$ cat src/rtl/pc_sequencer_if.sv
// pc_sequencer_if: control/handshake bundle between the fetch/execute sequencer and the datapath.
// Inputs to the sequencer: run, mem_ready, exec_done, branch_taken, halt_req.
// Outputs from the sequencer: pc_increment, pc_load, mar_load, mem_read, ir_load, exec_start,
// halted, fault, state[2:0], instr_count[COUNT_WIDTH-1:0].
// master = sequencer side, slave = datapath/environment side.
interface pc_sequencer_if #(parameter int COUNT_WIDTH = 32);
    logic                   run;
    logic                   mem_ready;
    logic                   exec_done;
    logic                   branch_taken;
    logic                   halt_req;
    logic                   pc_increment;
    logic                   pc_load;
    logic                   mar_load;
    logic                   mem_read;
    logic                   ir_load;
    logic                   exec_start;
    logic                   halted;
    logic                   fault;
    logic [2:0]             state;
    logic [COUNT_WIDTH-1:0] instr_count;
    modport master (
        input  run, mem_ready, exec_done, branch_taken, halt_req,
        output pc_increment, pc_load, mar_load, mem_read, ir_load, exec_start,
               halted, fault, state, instr_count
    );
    modport slave (
        output run, mem_ready, exec_done, branch_taken, halt_req,
        input  pc_increment, pc_load, mar_load, mem_read, ir_load, exec_start,
               halted, fault, state, instr_count
    );
endinterface

$ cat src/rtl/pc_sequencer.sv
// pc_sequencer: multi-cycle fetch/execute controller driving PC, MAR, memory read and IR strobes.
// Ports: clock (rising-edge), clear (sync active-high reset), bus (pc_sequencer_if.master).
// Strobes are Moore decodes of state; instr_count counts retired instructions; fault flags a
// memory read that waited MEM_TIMEOUT cycles in FETCH1.
module pc_sequencer #(
    parameter int MEM_TIMEOUT = 16,
    parameter int COUNT_WIDTH = 32
) (
    input logic              clock,
    input logic              clear,
    pc_sequencer_if.master   bus
);
    localparam logic [2:0] IDLE   = 3'd0;
    localparam logic [2:0] FETCH0 = 3'd1;
    localparam logic [2:0] FETCH1 = 3'd2;
    localparam logic [2:0] FETCH2 = 3'd3;
    localparam logic [2:0] EXEC   = 3'd4;
    localparam logic [2:0] BRANCH = 3'd5;
    localparam logic [2:0] HALT   = 3'd6;
    localparam logic [2:0] FAULT  = 3'd7;
    localparam logic [7:0] LAST_WAIT = 8'(MEM_TIMEOUT - 1);

    logic [2:0]             state;
    logic [2:0]             next;
    logic [7:0]             wait_cnt;
    logic                   first;
    logic [COUNT_WIDTH-1:0] count;

    always_comb begin
        next = state;
        case (state)
            IDLE:    next = bus.run ? FETCH0 : IDLE;
            FETCH0:  next = FETCH1;
            // mem_ready in the last allowed cycle still beats the timeout
            FETCH1:  next = bus.mem_ready ? FETCH2 : (wait_cnt == LAST_WAIT ? FAULT : FETCH1);
            FETCH2:  next = EXEC;
            EXEC:    next = !bus.exec_done ? EXEC :
                            bus.halt_req ? HALT :
                            bus.branch_taken ? BRANCH :
                            bus.run ? FETCH0 : IDLE;
            BRANCH:  next = FETCH0;
            default: next = state;
        endcase
    end

    always_ff @(posedge clock) begin
        if (clear) begin
            state    <= IDLE;
            wait_cnt <= 8'd0;
            first    <= 1'b0;
            count    <= '0;
        end else begin
            state    <= next;
            // zero whenever outside FETCH1, so every FETCH1 visit starts from 0
            wait_cnt <= (state == FETCH1 && !bus.mem_ready) ? wait_cnt + 8'd1 : 8'd0;
            // EXEC is only entered from FETCH2, so this marks the first EXEC cycle
            first    <= (state == FETCH2);
            if (state == EXEC && bus.exec_done)
                count <= count + COUNT_WIDTH'(1);
        end
    end

    assign bus.pc_increment = (state == FETCH0);
    assign bus.mar_load     = (state == FETCH0);
    assign bus.mem_read     = (state == FETCH1);
    assign bus.ir_load      = (state == FETCH2);
    assign bus.exec_start   = (state == EXEC) && first;
    assign bus.pc_load      = (state == BRANCH);
    assign bus.halted       = (state == HALT);
    assign bus.fault        = (state == FAULT);
    assign bus.state        = state;
    assign bus.instr_count  = count;
endmodule

$ cat src/flat_wrapper.sv
// flat-port wrapper written by rule: the top's interface ports become plain ports
module pc_sequencer_flat 
#(
    parameter int MEM_TIMEOUT = 16,
    parameter int COUNT_WIDTH = 32
)
  (clock, clear, bus_run, bus_mem_ready, bus_exec_done, bus_branch_taken, bus_halt_req, bus_pc_increment, bus_pc_load, bus_mar_load, bus_mem_read, bus_ir_load, bus_exec_start, bus_halted, bus_fault, bus_state, bus_instr_count);
  pc_sequencer_if #(.COUNT_WIDTH(COUNT_WIDTH)) bus_i ();
  input logic clock;
  input logic clear;
  input wire logic [$bits(bus_i.run)-1:0] bus_run;
  input wire logic [$bits(bus_i.mem_ready)-1:0] bus_mem_ready;
  input wire logic [$bits(bus_i.exec_done)-1:0] bus_exec_done;
  input wire logic [$bits(bus_i.branch_taken)-1:0] bus_branch_taken;
  input wire logic [$bits(bus_i.halt_req)-1:0] bus_halt_req;
  output wire logic [$bits(bus_i.pc_increment)-1:0] bus_pc_increment;
  output wire logic [$bits(bus_i.pc_load)-1:0] bus_pc_load;
  output wire logic [$bits(bus_i.mar_load)-1:0] bus_mar_load;
  output wire logic [$bits(bus_i.mem_read)-1:0] bus_mem_read;
  output wire logic [$bits(bus_i.ir_load)-1:0] bus_ir_load;
  output wire logic [$bits(bus_i.exec_start)-1:0] bus_exec_start;
  output wire logic [$bits(bus_i.halted)-1:0] bus_halted;
  output wire logic [$bits(bus_i.fault)-1:0] bus_fault;
  output wire logic [$bits(bus_i.state)-1:0] bus_state;
  output wire logic [$bits(bus_i.instr_count)-1:0] bus_instr_count;
  assign bus_i.run = bus_run;
  assign bus_i.mem_ready = bus_mem_ready;
  assign bus_i.exec_done = bus_exec_done;
  assign bus_i.branch_taken = bus_branch_taken;
  assign bus_i.halt_req = bus_halt_req;
  assign bus_pc_increment = bus_i.pc_increment;
  assign bus_pc_load = bus_i.pc_load;
  assign bus_mar_load = bus_i.mar_load;
  assign bus_mem_read = bus_i.mem_read;
  assign bus_ir_load = bus_i.ir_load;
  assign bus_exec_start = bus_i.exec_start;
  assign bus_halted = bus_i.halted;
  assign bus_fault = bus_i.fault;
  assign bus_state = bus_i.state;
  assign bus_instr_count = bus_i.instr_count;
  pc_sequencer #(.MEM_TIMEOUT(MEM_TIMEOUT), .COUNT_WIDTH(COUNT_WIDTH)) u_core (.clock(clock), .clear(clear), .bus(bus_i));
endmodule
$ cat config.mk
export PLATFORM = sky130hd
export DESIGN_NAME = pc_sequencer_flat
export DESIGN_NICKNAME = d
export VERILOG_FILES = /design/src/rtl/pc_sequencer_if.sv /design/src/rtl/pc_sequencer.sv /design/src/flat_wrapper.sv
export SDC_FILE = /design/constraint.sdc
export NUM_CORES = 1
export LEC_CHECK = 0
export CAP_MARGIN = 20
export CORE_MARGIN = 2
export CORE_UTILIZATION = 45
export CTS_CLUSTER_DIAMETER = 40
export DETAILED_ROUTE_END_ITERATION = 10
export PLACE_DENSITY = 0.76
export REMOVE_ABC_BUFFERS = 1
export SYNTH_ARGS = -nofsm -noshare
export SYNTH_HDL_FRONTEND = slang
export SYNTH_SLANG_ARGS = --single-unit
$ cat constraint.sdc
create_clock -name clock -period 2.05 [get_ports clock]
set_input_delay 0.5125 -clock clock [delete_from_list [all_inputs] [get_ports clock]]
set_output_delay 0.5125 -clock clock [all_outputs]
set_load 0.02 [all_outputs]
==> summary.txt, run 1 <==
Vias in the first global route - 2,010
Post-synth EDFFs - 0
Gr ovfl total - 0
DR pass1 iterations - 4
Layout area overhead - 35.10%
Vias per cell - 5.696
CP startpoint kind - flop
R2R Path End - u_core.bus.instr_count[18]
Buffers on Ports - 49
Final Critical Period - 1.976 ns
RSZ-0062 raised after global routing - yes
Final worst slack - 0.07438 ns
Yosys top cell area share - 0.4139
Critical path peak fanout - 7
CP top delay family - simple AND/OR/NAND/NOR gates
Mapped Cells - 254
Final Cycle Share - 0.9637
First-pass GRT wire length - 8673 µm
Die ar. - 5295 µm²
Core area - 4629 µm²
I/O pin cnt - 50
Slew Limit Fails - 0
Worst slew margin - 0.7520
Leak - 0.9829 nW
Final-stage net count - 326
Mapped Avg Cell Area - 8.379 µm²
PwrDens - 557.4 nW/µm²
R2r startpoint - u_core.bus.state[1]
Reg clk slew, reported paths - 0.08 ns
Die span in y - 72.77 µm
N_diodes - 0
Per-cell routed wire length - 13.72 µm
Final setup skew - 0.003711 ns
GR Layer Usage met3 - 0.04006
Asr flop ratio synth - 0
Synth Warn # - 0
Largest vdd supply drop - 303.3 µV
HP Class - flop to flop
Mapped Area - 2128 µm²
Root buf cell - clkbuf_8
Kind of end point of the critical path - flop
Routability congestion estimate - 0.7901
CTS Buffer Depth - 2
H-tree depth - 2
Initial cell density of the core - 0.4597
Utilization after layout - 0.6211
Worst Path Buf+Inv - 1
Worst EP arrival - 2.21 ns
Slowest cell on crit path - or4_1
WL final - 5104 µm
CTS Buf Count - 5
Main synth FF type - dfxtp_1
DRC - 0
Critical path type - flop to flop
Post-DRT Antenna Nets - 0
Rows - 25
Later-pin clock latency in the skew report - 0.30 ns
Max frequency - 506.2 MHz
Pre-CTS setup slack - -0.5364 ns
Largest cells by area after synthesis - dfxtp_1, or4_1, a21oi_1
Layout cells sized above 1 - 0.1132
Clock Sinks - 44
R2r setup slk - 0.07 ns
Final hold vios - 0
DRT iter0 DRCs - 134
Global-route usage over all layers - 0.2051
Fillers - 413
Peak-usage layer in the global routing report - met2
Post-synth top area cell - dfxtp_1
Cell seen most often among critical-path stages - or4_1
Die X - 72.77 µm
Cell Chain, Critical Path - nand4b_1 > buf_4 > or4_1 > or4_1 > a21oi_1
Hpwl dp - 3540 µm
Antenna violations before repair - 0
Register bit total from synthesis - 44
Hold Crit Endpoint - u_core.wait_cnt[0]
Met2 usage - 0.3505
CP Data Required Time - 2.28 ns
CTS tree - built
Final Setup Violations - 0
Via count - 2,119
Sequential element share of the synthesized area - 0.4139
Slowest cell delay on critical path - 0.57 ns
Hold_sp - u_core.wait_cnt[0]
Hold depth - 1
Library cells used by synthesis - 34
Pin count of the biggest net entering global routing - 36
Worst-Margin Slew - 0.3721 ns
Max Cap Viol - 0
Hold_ws - 0.4560 ns
Worst r2r path cells - 5
Status - complete, no violations
GR met1 Demand/Resource - 0.2528
[report_power, final]
group	switching, mW	total [mW]	internal (mW)
Clock	0.291	0.560	0.269
Sequential	0.0133	0.878	0.864
Combinational	0.0910	0.165	0.0743
[logic make-up (layout without fill, tap and decap cells)]
kind of cell,after synthesis,after routing,synth area share
AOI/OAI and AO/OA,58,58,0.1593
xor gates and xnor gates,14,14,0.05761
adders and majority gates,2,2,0.01176
buffers and inverters,24,88,0.04821
DFF,44,44,0.4139
muxes,1,1,0.004703
and+or+nand+nor,111,111,0.3045
[repair_timing]
| item | 4_1_cts | 5_1_grt |
|---|---|---|
| setup endpoints to repair | 31 | 15 |
| gates cloned | 0 | 0 |
| setup buffers | 4 | 1 |
| hold buffers | 0 | 0 |
| pin swaps | 1 | 0 |
| gates resized for setup | 11 | 5 |
[how the worst max path moves through the flow]
| stage | cells after the start | slack (ns) | from | to |
|---|---|---|---|---|
| after CTS | 2 | 0.002 | u_core.bus.state[0] | bus_state[0] |
| after global placement | 5 | -0.45 | bus_exec_done | u_core.bus.instr_count[28] |
| final | 5 | 0.07 | u_core.bus.state[1] | u_core.bus.instr_count[18] |
| after global routing | 3 | 0.006 | u_core.bus.state[2] | bus_mar_load |
| after detailed placement | 5 | -0.54 | bus_exec_done | u_core.bus.instr_count[17] |
| after floorplan | 4 | -0.07 | u_core.bus.instr_count[9] | u_core.bus.instr_count[29] |
[cell usage after synthesis, types with 2 or more instances]
cell / count
nor4_1: 4
nand4b_1: 4
nor2_1: 22
nand2_1: 13
or4_1: 19
xnor2_1: 12
a21oi_1: 28
ha_1: 2
clkbuf_1: 13
nand4_1: 6
xor2_1: 2
dfxtp_1: 44
nand3_1: 10
or3_1: 10
o21ai_0: 12
and3_1: 5
and4_1: 4
inv_1: 8
nor3_1: 4
o31ai_1: 15
nor4bb_1: 2
nand2b_1: 3
[layer usage]
layer | part of all wire | wire length, µm
met5 | 0 | 0
met4 | 0.015 | 75
met3 | 0.046 | 235
met2 | 0.48 | 2429
met1 | 0.46 | 2364
[worst register-to-register path: cells and delay by family, from the launching register on]
family	cells	cell delay [ns]
AO/OA/AOI/OAI	1	0.14
buffers and inverters	1	0.17
AND/OR/NAND/NOR	3	1.24
flip-flops	1	0.36
[through the flow]
step	instance area, µm²	TNS, ns	power (mW)	instances
floorplan	2056	-0.5725	0.9756	238
global placement	2749	-9.175	1.071	359
detailed placement	2749	-10.31	1.072	359
CTS	2861	0	1.623	371
global route	2875	0	1.669	372
finish	2875	0	1.603	372
[flip-flops by register name, summed over array words and instances (netlist names)]
signal	flops
u_core.first	1
u_core.wait_cnt	8
u_core.bus.instr_count	32
u_core.bus.state	3
[final cells by class]
class	instances	area [µm²]	area share
clock inverters	2	10.01	0.003481
multi-input cells	186	1150	0.3999
well taps	54	67.56	0.02350
repair buffers	72	653.1	0.2272
flip-flops and latches	44	882.1	0.3068
clock buffers	6	82.58	0.02872
inverters	8	30.03	0.01044
[cells in the final DEF (no fill, tap or decap), types with 2 or more instances in the layout]
cell             count
nor3_1               4
ha_1                 2
nand2b_1             3
clkdlybuf4s50_1     38
o21ai_0             12
nor4_1               4
o31ai_1             15
nand4_1              6
a21oi_1             28
clkbuf_8             6
xor2_1               2
nand4b_1             4
inv_1                8
dlygate4sd2_1        8
nand3_1             10
dlymetal6s2s_1       2
xnor2_1             12
dfxtp_1             43
nand2_1             13
nor4bb_1             2
and3_1               5
or4_1               19
and4_1               4
nor2_1              22
or3_1                9
clkinv_2             2
buf_4               23
No activity file was read; power rests on OpenSTA's default activity.
==> run 2, diff against run 1 <==
Settings changed: SKIP_CTS_REPAIR_TIMING set to 1.
Clock period 2.05 ns to 1.8 ns, I/O delays scaled along.
==> run 2 against run 1 <==
- the flow now finishes with violations (setup timing)
- final cell count grew 4.6%
- routed wire length grew 15%
- sequential power grew 14%
- die area is the same
- critical path depth shrank 1
- power grew 26%
- via count grew 6.3%
==> summary.txt, run 2 (same netlist as run 1, synthesis figures left out) <==
Status - finished, violations left
Violations in the final reports - setup timing
Final-stage net count - 343 (+5.2%)
Per-cell routed wire length - 15.14 µm (+10%)
Routability congestion estimate - 0.8212 (+3.9%)
Final worst slack - -0.1557 ns (-0.2301 ns)
Max frequency - 511.3 MHz (+1.0%)
CTS Buf Count - 5 (unchanged)
Initial cell density of the core - 0.4597 (unchanged)
DR pass1 iterations - 4 (unchanged)
CTS Buffer Depth - 2 (unchanged)
Via count - 2,253 (+6.3%)
Max reg flops - 32 (unchanged)
PwrDens - 616.9 nW/µm² (+11%)
Gr ovfl total - 0 (unchanged)
CP top delay family - simple AND/OR/NAND/NOR gates
HP Class - flop to flop
Core area - 4629 µm² (unchanged)
Final Setup Violations - 18 (+18)
Vias per cell - 5.792 (+1.7%)
Layout cells sized above 1 - 0.2836 (+0.1704)
Root buf cell - clkbuf_8
I/O pin cnt - 50 (unchanged)
H-tree depth - 2 (unchanged)
Critical path peak fanout - 6 (-1)
Pre-CTS setup slack - -0.6568 ns (-0.1205 ns)
CP startpoint kind - flop
R2r setup slk - -0.16 ns (-0.23 ns)
Hpwl dp - 3583 µm (+1.2%)
Die X - 72.77 µm (unchanged)
Global-route usage over all layers - 0.1979 (-0.007221)
DRC - 0 (unchanged)
Slowest cell on crit path - or4_4
Leading cell type in the layout, fill and taps excluded - dfxtp_1
First-pass GRT wire length - 8431 µm (-2.8%)
CTS tree - built
Die ar. - 5295 µm² (unchanged)
WL final - 5888 µm (+15%)
Clock Sinks - 44 (unchanged)
Reg clk slew, reported paths - 0.09 ns (about the same)
Worst EP arrival - 2.20 ns (about the same)
Hold Crit Endpoint - u_core.wait_cnt[0]
Final setup skew - 0.007248 ns (+0.003537 ns)
Hold_sp - u_core.wait_cnt[0]
CP Data Required Time - 2.04 ns (-0.24 ns)
Most frequent cells in the layout - dfxtp_1, buf_4, dlymetal6s2s_1
Final hold vios - 0 (unchanged)
Slowest cell delay on critical path - 0.64 ns (+0.07 ns)
Worst-Margin Slew - 0.4369 ns (+0.06482 ns)
R2r startpoint - u_core.bus.state[0]
Critical path type - flop to flop
Rows - 25 (unchanged)
Utilization after layout - 0.7057 (+0.08459)
Vias in the first global route - 1,899 (-5.5%)
R2R Path End - u_core.bus.instr_count[13]
Cell seen most often among critical-path stages - or4_4
Pin count of the biggest net entering global routing - 36 (unchanged)
Worst r2r path cells - 4 (-1)
RSZ-0062 raised after global routing - yes
Slew Limit Fails - 0 (unchanged)
Kind of end point of the critical path - flop
Later-pin clock latency in the skew report - 0.30 ns (about the same)
Largest vdd supply drop - 417.8 µV (+38%)
Die span in y - 72.77 µm (unchanged)
Worst slew margin - 0.7087 (-0.04321)
Post-DRT Antenna Nets - 0 (unchanged)
Final Critical Period - 1.956 ns (-0.01993 ns)
Final Cycle Share - 1.086 (+0.1228)
Fillers - 336 (-19%)
Buffers on Ports - 49 (unchanged)
Max Cap Viol - 0 (unchanged)
Hold depth - 1 (unchanged)
Leak - 1.648 nW (+68%)
Layout area overhead - 53.50%
Antenna violations before repair - 0 (unchanged)
Worst Path Buf+Inv - 0 (-1)
Cell Chain, Critical Path - nand3b_1 > or4_4 > or4_4 > a21oi_1
N_diodes - 0 (unchanged)
DRT iter0 DRCs - 210 (+57%)
## run 2: cell types whose count changed in the layout (fill, tap and decap cells not counted), moves of 4 or more
cell | previous run | this run
clkdlybuf4s50_1 | 38 | 10
clkbuf_2 | 1 | 5
dlygate4sd2_1 | 8 | 0
or3_4 | 1 | 5
a21oi_2 | 0 | 10
or4_4 | 1 | 14
o31ai_1 | 15 | 11
o31ai_2 | 0 | 4
dlymetal6s2s_1 | 2 | 33
or4_1 | 19 | 8
buf_4 | 23 | 34
dfxtp_1 | 43 | 39
a21oi_1 | 28 | 18
## run 2: per-stage QoR
step	area, µm²	hold slack [ns]	TNS, ns	std cells	power (mW)
floorplan	2056	0.4175	-5.371	238	1.111
global placement	2846	0.4274	-14.49	372	1.237
detailed placement	2846	0.4403	-15.48	372	1.238
CTS	2968	0.4525	-9.965	380	2.026
global route	3267	0.4755	-2.464	389	2.084
finish	3267	0.4452	-1.357	389	2.015
## run 2: worst max-delay path by stage
stage               cells after the start  slack [ns]                          to                      start
CTS                                     3       -0.49              bus_exec_start        u_core.bus.state[1]
finish                                  4       -0.16  u_core.bus.instr_count[13]        u_core.bus.state[0]
global placement                        5       -0.61  u_core.bus.instr_count[17]              bus_exec_done
floorplan                               4       -0.32  u_core.bus.instr_count[29]  u_core.bus.instr_count[9]
detailed placement                      5       -0.66  u_core.bus.instr_count[24]              bus_exec_done
global route                            4       -0.20  u_core.bus.instr_count[13]        u_core.bus.state[0]
## run 2: final cells by class
cell class / instances / area (µm²) / area share
multi-input cells: 189 / 1326 / 0.4060
clock buffers: 6 / 82.58 / 0.02528
inverters: 8 / 30.03 / 0.009192
well taps: 54 / 67.56 / 0.02068
flip-flops and latches: 44 / 889.6 / 0.2723
repair buffers: 86 / 832.0 / 0.2547
clock inverters: 2 / 38.79 / 0.01187
## run 2: report_power, final
group	total, mW	switching [mW]	internal [mW]
clock	0.805	0.351	0.454
combinational	0.213	0.117	0.0960
sequential	0.997	0.0114	0.986
total	2.02	0.480	1.54
## run 2: metal layers
metal	GRT usage	share of wire	vias up
met5	0	0	-
met4	0.06173	0.013	0
met3	0.04420	0.045	8
met2	0.3313	0.51	49
met1	0.2537	0.43	1088
li1	-	-	1108
==> run 3, diff against run 2 <==
Settings changed: CORE_ASPECT_RATIO set to 0.75.
==> run 3 against run 2 <==
- critical path depth is 1 higher
- non-clock buffer count is 8 higher
- clock-buffer cell count is 1 lower
- routed wire length is 8.6% higher
- the flow still finishes with violations (setup timing)
==> summary.txt, run 3 (same netlist as run 1, synthesis figures left out) <==
Antenna violations before repair - 0 (unchanged)
Violations in the final reports - setup timing
Per-cell routed wire length - 15.99 µm (+5.7%)
Worst Path Buf+Inv - 1 (+1)
Critical path type - flop to flop
Peak-usage layer in the global routing report - met2
CP top delay family - simple AND/OR/NAND/NOR gates
Final hold vios - 0 (unchanged)
Clock Sinks - 44 (unchanged)
Later-pin clock latency in the skew report - 0.31 ns (about the same)
Routability congestion estimate - 0.7851 (-4.4%)
CTS Buf Count - 5 (unchanged)
N_diodes - 0 (unchanged)
Via count - 2,292 (+1.7%)
Reg clk slew, reported paths - 0.09 ns (about the same)
GR met1 Demand/Resource - 0.2798 (+0.02618)
Root buf cell - clkbuf_8
PwrDens - 596.2 nW/µm² (-3.4%)
Worst EP arrival - 2.20 ns (about the same)
Final-stage net count - 351 (+2.3%)
Largest vdd supply drop - 367.3 µV (-12%)
R2r setup slk - -0.16 ns (about the same)
Status - finished, violations left
HP Class - flop to flop
Cell Chain, Critical Path - nand4b_1 > buf_4 > or4_4 > or4_4 > a21oi_2
Pre-CTS setup slack - -0.6768 ns (-0.01995 ns)
Most frequent cells in the layout - buf_4, dfxtp_1, dlymetal6s2s_1
Leak - 1.718 nW (+4.3%)
Gr ovfl total - 0 (unchanged)
Pwr Total - 2.028 mW (+0.64%)
Leading cell type in the layout, fill and taps excluded - buf_4
DRT iter0 DRCs - 119 (-43%)
First-pass GRT wire length - 9025 µm (+7.0%)
GR Layer Usage met3 - 0.05374 (+0.009536)
Final Cell Area - 3402 µm² (+4.1%)
Placed inst area - 2880 µm² (+1.2%)
Cell seen most often among critical-path stages - or4_4
Post-DRT Antenna Nets - 0 (unchanged)
Buffers on Ports - 49 (unchanged)
Layout area overhead - 59.85%
Layout cells sized above 1 - 0.3236 (+0.04003)
Final Critical Period - 1.955 ns (-0.0004590 ns)
Die X - 83.41 µm (+15%)
Utilization after layout - 0.7572 (+0.05150)
CTS Buffer Depth - 2 (unchanged)
Final setup skew - 0.009352 ns (+0.002105 ns)
Final Cycle Share - 1.086 (about the same)
Vias per cell - 5.730 (-1.1%)
I/O pin cnt - 50 (unchanged)
Slowest cell on crit path - or4_4
WL final - 6397 µm (+8.6%)
Global-route usage over all layers - 0.2078 (+0.009937)
Max frequency - 511.4 MHz (about the same)
CP Data Required Time - 2.05 ns (about the same)
Core area - 4493 µm² (-2.9%)
RSZ-0062 raised after global routing - yes
Critical path peak fanout - 5 (-1)
Max Cap Viol - 0 (unchanged)
CP startpoint kind - flop
Final Setup Violations - 20 (+2)
Pin count of the biggest net entering global routing - 36 (unchanged)
Hold_ws - 0.4595 ns (+0.01431 ns)
Met2 usage - 0.3367 (+0.005380)
Final worst slack - -0.1552 ns (+0.0004590 ns)
Slowest cell delay on critical path - 0.52 ns (-0.12 ns)
Die ar. - 5302 µm² (+0.11%)
Die span in y - 63.56 µm (-13%)
Kind of end point of the critical path - flop
DR pass1 iterations - 4 (unchanged)
H-tree depth - 2 (unchanged)
CTS tree - built
Vias in the first global route - 1,957 (+3.1%)
DRC - 0 (unchanged)
Worst slew margin - 0.7117 (+0.003002)
Max reg flops - 32 (unchanged)
Slew Limit Fails - 0 (unchanged)
Hpwl dp - 3897 µm (+8.8%)
Worst-Margin Slew - 0.4324 ns (-0.004503 ns)
Initial cell density of the core - 0.4737 (+0.01395)
Rows - 21 (-16%)
## run 3: area by class of cell
class,instances,area [µm²]
multi-input combinational,189,1393
fill,322,1091
timing repair buffer,94,905.9
sequential,44,887.1
tap,57,71.32
clock buffer,5,68.82
clock inverter,3,46.29
inverter,8,30.03
## run 3: layer usage
metal  vias up  wire length, µm
met5         -                0
met4         0              108
met3        13              338
met2        62             3101
met1      1094             2849
li1       1123                -
## run 3: per-stage QoR
step                setup TNS [ns]  cells
finish                      -1.667    400
global route                -3.533    400
CTS                         -10.32    387
detailed placement          -15.89    379
global placement            -14.78    379
floorplan                   -5.371    238
## run 3: worst paths after layout
| path | from | to | depth (start not counted) |
|---|---|---|---|
| min reg2reg | u_core.wait_cnt[0] | u_core.wait_cnt[0] | 1 |
| max reg2reg | u_core.bus.state[1] | u_core.bus.instr_count[21] | 5 |
| min | u_core.wait_cnt[0] | u_core.wait_cnt[0] | 1 |
| max | u_core.bus.state[1] | u_core.bus.instr_count[21] | 5 |
## run 3: power breakdown
part	switching (mW)	total, mW	internal, mW
Sequential	0.0105	0.996	0.985
Combinational	0.126	0.248	0.122
Clock	0.366	0.784	0.418
